File: config.mk
export PLATFORM = sky130hd
export DESIGN_NAME = note_sequencer
export DESIGN_NICKNAME = d
export VERILOG_FILES = /design/src/rtl/note_sequencer_pkg.sv /design/src/rtl/note_sequencer_lrclk_tick_sync.sv /design/src/rtl/note_sequencer.sv
export SDC_FILE = /design/constraint.sdc
export NUM_CORES = 1
export LEC_CHECK = 0
export ABC_AREA = 0
export BUFFER_PORTS_ARGS = -buffer_cell sky130_fd_sc_hd__buf_2
export CORE_MARGIN = 1.5
export CORE_UTILIZATION = 63
export CTS_BUF_LIST = sky130_fd_sc_hd__clkbuf_4
export DETAILED_ROUTE_END_ITERATION = 7
export PLACE_DENSITY = 0.93
export SLEW_MARGIN = 20
export SYNTH_ARGS = -nofsm -noshare
export SYNTH_HDL_FRONTEND = slang
export SYNTH_SLANG_ARGS = --single-unit
export TNS_END_PERCENT = 10
File: constraint.sdc
create_clock -name clk -period 8.3 [get_ports clk]
set_clock_uncertainty 0.2 [all_clocks]
set_input_delay 1.66 -clock clk [delete_from_list [all_inputs] [get_ports clk]]
set_output_delay 1.66 -clock clk [all_outputs]
set_load 0.005 [all_outputs]
File: src/rtl/note_sequencer_pkg.sv
// Shared types for the note sequencer: FSM states and table entry sizing.
package note_sequencer_pkg;

    typedef enum logic [1:0] {
        IDLE    = 2'd0,
        PLAY    = 2'd1,
        RELEASE = 2'd2
    } state_t;

    localparam int TEMPO_BITS = 16;

    function automatic int entry_width(input int phasesize);
        return phasesize + 1;
    endfunction

endpackage

File: src/rtl/note_sequencer_lrclk_tick_sync.sv
// lrclk_tick_sync: two-flop synchroniser plus rising-edge detect.
// tick is a registered one-clk pulse, three clk edges after an lrclk rise.
module lrclk_tick_sync (
    input  logic clk,
    input  logic reset,
    input  logic lrclk,
    output logic tick
);

    logic [2:0] sh;

    always_ff @(posedge clk or posedge reset) begin
        if (reset) begin
            sh   <= '0;
            tick <= 1'b0;
        end else begin
            sh   <= {sh[1:0], lrclk};
            tick <= sh[1] & ~sh[2];
        end
    end

endmodule

File: src/rtl/note_sequencer.sv
// Step sequencer with linear attack/release envelope driving one sine voice.
// Table entries are {gate, freq}; steps advance every `tempo` lrclk samples.
module note_sequencer
    import note_sequencer_pkg::*;
#(
    parameter int PHASESIZE   = 16,
    parameter int STEPS       = 8,
    parameter int ENVBITS     = 8,
    parameter int ATTACK_INC  = 8,
    parameter int RELEASE_DEC = 2,
    localparam int AW = $clog2(STEPS),
    localparam int EW = entry_width(PHASESIZE)
) (
    input  logic                  clk,
    input  logic                  reset,
    input  logic                  lrclk,
    input  logic                  run,
    input  logic [TEMPO_BITS-1:0] tempo,
    input  logic                  wr_en,
    input  logic [AW-1:0]         wr_addr,
    input  logic [PHASESIZE-1:0]  wr_freq,
    input  logic                  wr_gate,
    output logic [PHASESIZE-1:0]  freq,
    output logic                  voice_en,
    output logic [ENVBITS-1:0]    env,
    output logic [AW-1:0]         step_idx,
    output logic                  step_pulse,
    output logic                  busy
);

    localparam logic [ENVBITS:0] ATK = (ENVBITS + 1)'(ATTACK_INC);
    localparam logic [ENVBITS:0] REL = (ENVBITS + 1)'(RELEASE_DEC);

    logic [EW-1:0]         table_q [STEPS];
    logic                  tick;
    state_t                state;
    logic [TEMPO_BITS-1:0] cnt;
    logic [TEMPO_BITS-1:0] cnt_max;
    logic                  gate_q;
    logic                  load_q;
    logic                  restart;
    logic [ENVBITS:0]      env_up;
    logic [ENVBITS:0]      env_dn;
    logic [ENVBITS-1:0]    env_nx;

    lrclk_tick_sync u_sync (
        .clk   (clk),
        .reset (reset),
        .lrclk (lrclk),
        .tick  (tick)
    );

    always_ff @(posedge clk or posedge reset) begin
        if (reset) begin
            for (int i = 0; i < STEPS; i++) table_q[i] <= '0;
        end else if (wr_en) begin
            table_q[wr_addr] <= {wr_gate, wr_freq};
        end
    end

    assign cnt_max = (tempo == '0) ? '0 : tempo - 1'b1;
    assign restart = run && (state != PLAY);
    assign busy    = (state != IDLE);

    // Saturation is taken from the carry/borrow of the widened sum.
    assign env_up = {1'b0, env} + ATK;
    assign env_dn = {1'b0, env} - REL;
    assign env_nx = gate_q
        ? (env_up[ENVBITS] ? '1 : env_up[ENVBITS-1:0])
        : (env_dn[ENVBITS] ? '0 : env_dn[ENVBITS-1:0]);

    always_ff @(posedge clk or posedge reset) begin
        if (reset) begin
            state      <= IDLE;
            cnt        <= '0;
            gate_q     <= 1'b0;
            load_q     <= 1'b0;
            freq       <= '0;
            voice_en   <= 1'b0;
            env        <= '0;
            step_idx   <= '0;
            step_pulse <= 1'b0;
        end else begin
            step_pulse <= 1'b0;
            if (restart) begin
                state      <= PLAY;
                voice_en   <= 1'b1;
                freq       <= table_q[0][PHASESIZE-1:0];
                gate_q     <= table_q[0][PHASESIZE];
                step_idx   <= '0;
                step_pulse <= 1'b1;
                cnt        <= '0;
                load_q     <= 1'b0;
            end else begin
                unique case (state)
                    PLAY: begin
                        if (!run) begin
                            state  <= RELEASE;
                            gate_q <= 1'b0;
                            load_q <= 1'b0;
                        end else begin
                            if (load_q) begin
                                {gate_q, freq} <= table_q[step_idx];
                                step_pulse     <= 1'b1;
                                load_q         <= 1'b0;
                            end
                            if (tick) begin
                                env <= env_nx;
                                if (cnt == cnt_max) begin
                                    cnt      <= '0;
                                    step_idx <= step_idx + AW'(1);
                                    load_q   <= 1'b1;
                                end else begin
                                    cnt <= cnt + 1'b1;
                                end
                            end
                        end
                    end
                    RELEASE: begin
                        if (env == '0) begin
                            state    <= IDLE;
                            voice_en <= 1'b0;
                            step_idx <= '0;
                            freq     <= '0;
                        end else if (tick) begin
                            env <= env_nx;
                        end
                    end
                    default: begin
                        state    <= IDLE;
                        voice_en <= 1'b0;
                    end
                endcase
            end
        end
    end

endmodule

==> key figures, run 1 <==
Run status
  – Status: finished clean

Clock network
  – Postcts setup bufs: 0
  – Root buf cell: clkbuf_4
  – Post_cts resized: 0
  – Worst skew pair latency: 560 ps
  – Clock buffer depth: 2
  – CTS tree: built
  – CTS Buf Count: 17
  – H-tree levels: 4
  – Reg clk slew, reported paths: 150 ps
  – Post-CTS Hold Buffers: 0
  – CTS sink count: 189

Setup path
  – Max incr delay on CP: 460 ps
  – WP buf/inv: 2
  – CP top delay family: simple AND/OR/NAND/NOR gates
  – CP arrival: 4530 ps
  – CP cell instances: buf_2 -> inv_1 -> ha_1 -> nor4b_1 -> and4_1 -> nor2_1 -> mux2_2 -> nor4_2 -> nand4_2 -> o21ai_2 -> nor2_1
  – Startpoint class of the critical path: primary input
  – Required time worst endpoint: 8560 ps
  – Crit Path Max Fanout: 14
  – Crit Path Class: primary input to register
  – Slowest cell on the critical path: ha_1
  – Most used cell, CP: nor2_1
  – CP Capture Type: register

Timing
  – Post-route setup TNS: 0 ps
  – RSZ-0062 raised after global routing: no
  – Slew Limit Headroom: 32.2%
  – Slew at the pin closest to its max-slew limit: 1020 ps
  – Final worst setup slack: 4030 ps
  – Post-route minimum period: 4270 ps
  – Tcrit/Tclk final: 51.4%
  – Max Clock Freq: 234 MHz
  – Final setup violation count: 0
  – Max-slew violations: 0
  – Final Hold Fails: 0

Pwr
  – Peak supply drop: 144 µV
  – Leakage: 4.37 nW
  – Final Total Pwr: 2.41 mW
  – Pwr per Cell Area: 230 nW/µm²

Synth
  – Main synth FF type: dfrtp_1
  – Yosys reg bits: 189
  – Adder-cell area share of the yosys netlist: 1.17%
  – Synth Area in Compound Gates: 8.06%
  – Dominant cell by count in the synthesized netlist: dfrtp_1
  – Main area contributors after synthesis: dfrtp_1 (49%), mux2_2 (18%), mux4_2 (7.9%)
  – Post-Synthesis Cell Area: 9650 µm²
  – Yosys top cell area share: 49.0%
  – Warnings, synthesis: 0
  – Mux share of post-synthesis cell area: 26.6%
  – Syn Area/Cell: 12.4 µm²
  – Synth Area in Simple Gates: 10.3%
  – Async S/R FF share, synth: 100%
  – Area leader, netlist: dfrtp_1
  – Post-synth EDFFs: 0
  – Synth cell types: 65
  – Register area share after synthesis: 49.0%
  – Mapped Nets: 831
  – Post-Synthesis Cells: 781
  – Commonest cells post-synth: dfrtp_1 (189), mux2_2 (155), nor2_1 (55)
  – Largest family of logic cells by synthesized area: multiplexers
  – XOR/XNOR share of the synthesized area: 2.27%

Cells and area
  – Final #Nets: 889
  – Layout cells sized above 1: 37.9%
  – Non-filler cells, final: 1,041
  – Layout area overhead: 8.32%

Floorplanning
  – DIE AREA: 16,100 µm²
  – Die width: 127 µm
  – IO Count: 71
  – FP Rows: 45
  – Core area: 15,100 µm²
  – Die Ht: 127 µm
  – Initial core utilization: 64.0%

Route
  – # DRC: 0
  – Iter 0 DRT Violations: 470
  – Vias per inst: 6.56
  – WL met3: 1200 µm
  – Wl on met1: 8750 µm
  – Average routed wire per standard cell: 20.9 µm
  – Detailed Routing Iterations Pass 1: 5
  – Met2 WL post-DR: 11,200 µm
  – Detailed Route WL: 21,700 µm
  – Top sig layer: met5
  – Post-DRT Antenna Nets: 0
  – Vias after detailed routing: 6,832

Placement
  – Port bufs: 70
  – Dpl ws: 3500 ps
  – Detailed placement HPWL: 14,300 µm
  – Routability cong.: 0.864
  – Placed Cells: 1,008

Min path
  – HP Class: register to register

GRT
  – Vias in the first global route: 7,114
  – GRT Total Usage: 28.5%
  – Gr ovfl total: 0
  – Largest net degree at the start of global routing: 118
  – First-pass GRT wire length: 35,900 µm
  – Initial antenna violation count: 3

Flow run
  – Max-Cap Viols: 0
-- cell usage in the layout (no fill, tap or decap), types with 4 or more instances in the layout --
master,count
a21oi_1,30
nand4b_1,5
nand3_1,13
nand4_1,15
nor2_1,54
ha_1,9
mux4_2,34
or4_1,4
a31oi_1,7
mux2i_1,6
dfrtp_1,188
nor3b_1,4
o21ai_0,25
inv_1,15
xor2_1,10
nor3_1,9
o21a_1,4
a22oi_1,16
clkbuf_4,19
nor2b_1,5
nand2b_1,5
xnor2_1,15
and4_1,4
nand2_1,34
buf_4,14
clkinv_2,4
buf_2,70
o311ai_1,4
o21ai_1,5
mux2_2,155
a32o_1,4
-- registers in the layout, summed over array words and instances (netlist names) --
signal,count
freq,16
gate_q,1
cnt,16
voice_en,1
step_pulse,1
env,8
state,2
step_idx,3
u_sync.tick,1
load_q,1
u_sync.sh,3
table_q,136
-- layer usage --
metal | GRT usage [%] | up-vias
met5 | 0 | -
met4 | 12.4 | 4
met3 | 5.44 | 57
met2 | 48.7 | 274
met1 | 35.9 | 3473
li1 | - | 3024
-- cell families after synthesis --
family                     count (synthesis)
AOI/OAI and AO/OA                        120
xor gates and xnor gates                  25
adders and majority gates                  9
buffers and inverters                     62
DFF                                      189
muxes                                    195
and+or+nand+nor                          181
-- metrics by stage --
stage                     area (µm²)  hold slack (ps)  util (%)
final                          10500              186      69.3
after detailed placement       10200              146      67.5
after global routing           10500              209      69.3
after floorplan                 9650              131         -
after CTS                      10400              185      69.2
after global placement         10200              150      67.5
-- final cells by class --
class	instances	area (µm²)
Antenna cell	1	2.50
Clock buffer	19	143
Clock inverter	13	118
Fill cell	1025	4640
Inverter	17	71.3
Multi-Input combinational cell	530	4700
Sequential cell	189	4730
Tap cell	188	235
Timing Repair Buffer	84	455
-- path summary, 6_finish.rpt --
path | startpoint | endpoint | slack, ps | cells past startpoint
setup / recovery | tempo[0] | cnt[2] | 4030 | 11
hold / removal | u_sync.sh[1] | u_sync.sh[2] | 190 | 0
setup reg to reg | env[4] | freq[7] | 5380 | 8
hold reg to reg | u_sync.sh[1] | u_sync.sh[2] | 190 | 0
max in group asynchronous | reset | table_q[71] | 5490 | 3
min in group asynchronous | reset | cnt[1] | 1030 | 2
-- worst register-to-register path: cells and delay by family, from the launching register on --
family	cells	cell delay, ps
simple gates	5	1750
buf+inv	1	110
compound gates	2	310
flops	1	470
-- power breakdown --
group | internal, mW | switching, mW | leakage [nW]
combinational | 0.327 | 0.334 | 1.92
sequential | 1.13 | 0.146 | 2.30
clock | 0.157 | 0.310 | 0.143
(Power assumes the default switching activity.)
==> run 2: changes to the inputs <==
Clock period 8.3 ns to 4.4 ns, I/O delays scaled along.
==> run 2 against run 1 <==
  * Global-route usage down 0.78 points
  * Critical endpoint is now cnt[15]
  * First-iteration DRC count up 5.3%
  * Critical path type unchanged
  * Final cell count rose by 0.29%
  * Register-to-register slack got worse by 3800 ps
  * Die area did not move
  * Routed wire length decreased by 2.7%
  * Sequential cell count did not move
  * Via count fell by 1.2%
  * Sequential share of layout area decreased by 0.15 points
  * Clock power grew 87%
  * Final area increased by 0.33%
==> key figures, run 2 (same netlist as run 1, synthesis figures left out) <==
Route
  – Iter 0 DRT Violations: 495
  – Detailed Routing Iterations Pass 1: 4
  – Average routed wire per standard cell: 20.3 µm
  – Vias per inst: 6.47
  – Post-DRT Antenna Nets: 0
  – # DRC: 0
  – Vias after detailed routing: 6,750
  – Detailed Route WL: 21,200 µm

Floorplanning
  – FP Rows: 45
  – Core area: 15,100 µm²
  – Die width: 127 µm
  – IO Count: 71
  – Initial core utilization: 64.0%
  – DIE AREA: 16,100 µm²
  – Die Ht: 127 µm

Timing
  – Hold WS: 174 ps
  – Post-route minimum period: 3340 ps
  – Slew Limit Headroom: 45.6%
  – Tcrit/Tclk final: 75.9%
  – Max-slew violations: 0
  – Final setup violation count: 0
  – Max Clock Freq: 299 MHz
  – RSZ-0062 raised after global routing: no
  – Post-route setup TNS: 0 ps
  – Slew at the pin closest to its max-slew limit: 815 ps
  – Final Hold Fails: 0
  – Final worst setup slack: 1060 ps

Setup path
  – Startpoint class of the critical path: primary input
  – WP buf/inv: 2
  – Max incr delay on CP: 440 ps
  – Crit Path Max Fanout: 14
  – Required time worst endpoint: 4650 ps
  – CP cell instances: buf_2 -> inv_1 -> ha_1 -> nor4b_1 -> and4_1 -> nor2_1 -> mux2_2 -> nor4_1 -> nand4_2 -> nand2_1 -> o21ai_0
  – CP top delay family: simple AND/OR/NAND/NOR gates
  – Slowest cell on the critical path: ha_1
  – CP arrival: 3590 ps
  – Crit Path Class: primary input to register
  – CP Capture Type: register

Clock network
  – H-tree levels: 4
  – CTS Buf Count: 17
  – Clock buffer depth: 2
  – Worst skew pair latency: 570 ps
  – CTS tree: built
  – CTS sink count: 189
  – Root buf cell: clkbuf_4
  – Post_cts resized: 0
  – Post-CTS Hold Buffers: 0
  – Reg clk slew, reported paths: 140 ps
  – Postcts setup bufs: 0

Flow run
  – Max-Cap Viols: 0

Cells and area
  – Final #Nets: 893
  – Final Cell Area: 10,500 µm²
  – Biggest register: table_q
  – Layout cells sized above 1: 37.7%
  – Most common library cell in the layout ignoring fill and taps: dfrtp_1
  – Max FFs per register: 136
  – Multi-input logic area: 4690 µm²
  – Commonest cells after routing, fill and taps aside: dfrtp_1 (188), mux2_2 (155), buf_2 (70)
  – Biggest regs: table_q x136, cnt x16, freq x16
  – Layout area overhead: 8.69%
  – Fill cell count: 1,035
  – FF+latch area: 4730 µm²

Pwr
  – Leakage: 4.38 nW
  – Peak supply drop: 276 µV
  – Clock power share: 19.3%
  – Sequential power share: 53.2%
  – Net Sw Power: 1.47 mW
  – Sw Share: 32.4%
  – Int Pwr: 3.06 mW
  – Pwr per Cell Area: 432 nW/µm²
  – Gate power share: 27.5%

Placement
  – Routability cong.: 0.837
  – Dpl ws: 486 ps
  – Detailed placement HPWL: 14,200 µm
  – Port bufs: 70
  – DP Area: 10,200 µm²

GRT
  – Initial antenna violation count: 3
  – Gr ovfl total: 0
  – Largest net degree at the start of global routing: 84
  – GRT Total Usage: 27.8%
  – Vias in the first global route: 6,907
  – First-pass GRT wire length: 34,600 µm

Run status
  – Status: finished clean

Min path
  – HP Class: register to register
run 2: worst register-to-register path, delay by kind of cell (launching register included):
family          cells  cell delay [ps]
simple gates        5             1600
flops               1              490
compound gates      2              260
buf+inv             1              100
run 2: routing by layer:
layer	vias to the layer above	share of wire [%]	routed length, µm	global-route usage (%)
met5	-	0.095	20	0
met4	4	2.4	498	10.6
li1	3032	-	-	-
met2	239	51	10800	47.6
met3	50	6.0	1270	5.15
met1	3425	40	8550	35.5
run 2: through the flow:
step	total power, mW	utilization (%)	std cells
2_1_floorplan	3.23	-	781
6_report	4.53	69.5	1044
3_5_place_dp	3.68	67.8	1012
4_1_cts	4.55	69.5	1043
5_1_grt	4.78	69.5	1044
3_3_place_gp	3.58	67.8	1012
run 2: final timing paths:
check	from	endpoint	slack (ps)	cells after the start
min in group asynchronous	reset	cnt[9]	240	2
hold reg to reg	u_sync.sh[0]	u_sync.sh[1]	170	0
max in group asynchronous	reset	freq[5]	2900	3
hold / removal	u_sync.sh[0]	u_sync.sh[1]	170	0
setup / recovery	tempo[0]	cnt[15]	1060	11
setup reg to reg	env[3]	env[7]	1630	8
run 2: power by group through the flow:
stage / logic (mW) / clock network (mW) / registers, mW
final: 1.25 / 0.874 / 2.41
after global routing: 1.37 / 0.956 / 2.45
after floorplan: 0.887 / 0 / 2.35
after detailed placement: 1.25 / 0 / 2.44
after CTS: 1.26 / 0.895 / 2.40
after global placement: 1.18 / 0 / 2.39
run 2: layout make-up:
cell class	instances	share of cell area, %
diodes	1	0.0239
clock buffers	21	1.50
clock inverters	10	0.871
inverters	17	0.644
multi-input cells	530	44.7
flip-flops and latches	189	45.1
well taps	188	2.24
repair buffers	88	4.87
==> run 3: changes to the inputs <==
Settings changed: ABC_AREA 0 to 1, CORE_UTILIZATION 63 to 56, PLACE_DENSITY 0.93 to 0.88.
Clock period 4.4 ns to 2.9 ns, I/O delays scaled along.
==> run 3 against run 2 <==
  * Critical path type is now register to output pin
  * Sequential cell count stayed put
  * Area after synthesis down 2.6%
  * Non-clock buffer count increased by 7
  * Final cell count rose by 35%
  * Sequential share of layout area increased by 0.98 points
  * First-iteration DRC count is 71% higher
  * Hold slack got worse by 35 ps
  * Clock power up 38%
  * Core utilization decreased by 7.2 points
  * Routed wire length up 5.8%
  * Synthesized cell count is 44% higher
  * Critical path depth shrank 10
==> key figures, run 3 <==
Run status
  – Status: finished clean

Synth
  – Synth Area in Simple Gates: 19.3%
  – Synth Area in Compound Gates: 19.3%
  – Post-synth EDFFs: 0
  – Mux share of post-synthesis cell area: 2.32%
  – Largest family of logic cells by synthesized area: compound AO/OA/AOI/OAI gates
  – Warnings, synthesis: 0
  – Post-Synthesis Cells: 1,122
  – Yosys reg bits: 189
  – Yosys top cell area share: 50.3%
  – Adder-cell area share of the yosys netlist: 1.20%
  – Dominant cell by count in the synthesized netlist: nand2_1
  – Area leader, netlist: dfrtp_1
  – Syn Area/Cell: 8.38 µm²
  – XOR/XNOR share of the synthesized area: 1.68%
  – Main synth FF type: dfrtp_1
  – Mapped Nets: 1,172
  – Post-Synthesis Cell Area: 9400 µm²
  – Main area contributors after synthesis: dfrtp_1 (50%), o21ai_0 (11%), nand2_1 (9.0%)
  – Synth cell types: 38
  – Commonest cells post-synth: nand2_1 (225), o21ai_0 (206), dfrtp_1 (189)
  – Register area share after synthesis: 50.3%
  – Async S/R FF share, synth: 100%

Timing
  – Final setup violation count: 0
  – Slew at the pin closest to its max-slew limit: 900 ps
  – Hold WS: 139 ps
  – Final worst setup slack: 308 ps
  – Max-slew violations: 0
  – Post-route minimum period: 2590 ps
  – RSZ-0062 raised after global routing: no
  – Max Clock Freq: 386 MHz
  – Tcrit/Tclk final: 89.4%
  – Final Hold Fails: 0
  – Slew Limit Headroom: 40.0%
  – Post-route setup TNS: 0 ps

Placement
  – Placed Cells: 1,379
  – DP Area: 10,000 µm²
  – Dpl ws: 21.5 ps
  – Port bufs: 70
  – Detailed placement HPWL: 14,400 µm
  – Routability cong.: 0.893

Cells and area
  – Layout area overhead: 9.18%
  – Max FFs per register: 136
  – Non-filler cells, final: 1,414
  – Commonest cells after routing, fill and taps aside: nand2_1 (225), o21ai_0 (206), dfrtp_1 (188)
  – Biggest regs: table_q x136, cnt x16, freq x16
  – Final Cell Area: 10,300 µm²
  – Biggest register: table_q
  – Most common library cell in the layout ignoring fill and taps: nand2_1
  – Layout cells sized above 1: 13.2%
  – Final #Nets: 1,230

Clock network
  – Reg clk slew, reported paths: 150 ps
  – CTS sink count: 189
  – Worst skew pair latency: 590 ps
  – H-tree levels: 4
  – Post_cts resized: 0
  – Root buf cell: clkbuf_4
  – Post-CTS Hold Buffers: 2
  – Clock buffer depth: 2
  – Postcts setup bufs: 0
  – CTS Buf Count: 17
  – CTS tree: built

GRT
  – Largest net degree at the start of global routing: 106
  – Vias in the first global route: 7,817
  – First-pass GRT wire length: 37,600 µm
  – GRT Total Usage: 26.4%
  – Initial antenna violation count: 1
  – Gr ovfl total: 0

Pwr
  – Peak supply drop: 545 µV
  – Leakage: 4.82 nW
  – Pwr per Cell Area: 789 nW/µm²

Setup path
  – Slowest cell on the critical path: dfrtp_1
  – CP Capture Type: output pin
  – CP arrival: 1810 ps
  – Max incr delay on CP: 960 ps
  – Crit Path Max Fanout: 18
  – Crit Path Class: register to output pin
  – WP buf/inv: 1
  – CP cell instances: buf_2
  – Startpoint class of the critical path: register
  – Required time worst endpoint: 2120 ps
  – CP top delay family: flip-flops

Flow run
  – Max-Cap Viols: 0

Route
  – Post-DRT Antenna Nets: 0
  – Detailed Route WL: 22,400 µm
  – Detailed Routing Iterations Pass 1: 7
  – Vias after detailed routing: 8,283
  – Average routed wire per standard cell: 15.8 µm
  – Iter 0 DRT Violations: 845
  – # DRC: 0
  – Vias per inst: 5.86

Floorplanning
  – FP Rows: 47
  – DIE AREA: 17,600 µm²
  – Die width: 133 µm
  – Die Ht: 133 µm
  – Core area: 16,500 µm²
  – IO Count: 71
  – Initial core utilization: 57.1%

Min path
  – HP Class: primary input to register
## run 3: changes by cell type in the layout (fill, tap and decap cells not counted), moves of 33 or more
cell,delta
inv_1,+67
mux2_2,-149
mux4_2,-34
nand2_1,+190
nor2_1,+82
o21ai_0,+181
o221ai_1,+33
## run 3: cells by family (layout without fill, tap and decap cells)
group	count (synthesis)	after routing
compound gates	310	310
xor+xnor	18	18
fa+ha+maj	9	9
buf+inv	141	211
flops	189	189
mux	16	16
other cells	0	2
simple gates	439	439
## run 3: path summary, 6_finish.rpt
check	startpoint	end	slack, ps	cells after the start
setup / recovery	step_idx[2]	step_idx[2]	310	1
setup reg to reg	env[3]	freq[1]	500	7
max in group asynchronous	reset	step_idx[0]	1330	4
min in group asynchronous	reset	cnt[14]	330	3
hold / removal	run	voice_en	140	3
hold reg to reg	u_sync.sh[0]	u_sync.sh[1]	160	0
## run 3: layout make-up
| type | count | area [µm²] |
|---|---|---|
| fillers | 1370 | 6200 |
| flip-flops and latches | 189 | 4730 |
| multi-input cells | 792 | 4130 |
| repair buffers | 95 | 581 |
| inverters | 85 | 323 |
| well taps | 220 | 275 |
| clock buffers | 17 | 128 |
| clock inverters | 14 | 96.3 |
| diodes | 2 | 5.00 |
## run 3: per-stage QoR
step	total power, mW	util [%]
finish	8.10	62.3
global route	8.64	62.3
CTS	8.08	62.3
detailed placement	6.88	60.8
global placement	6.75	60.8
floorplan	5.88	-
## run 3: report_power, final
| part | total (mW) | switching, mW | internal (mW) |
|---|---|---|---|
| clock network | 1.21 | 0.881 | 0.332 |
| registers | 3.64 | 0.433 | 3.21 |
| logic | 3.25 | 1.90 | 1.35 |
## run 3: per-layer routing
| metal | global-route usage, % | vias to the layer above | share of wire, % |
|---|---|---|---|
| met1 | 37.2 | 3979 | 45 |
| met2 | 41.6 | 338 | 46 |
| li1 | - | 3925 | - |
| met3 | 4.41 | 41 | 7.0 |
| met4 | 9.40 | 0 | 1.9 |
| met5 | 0 | - | 0 |
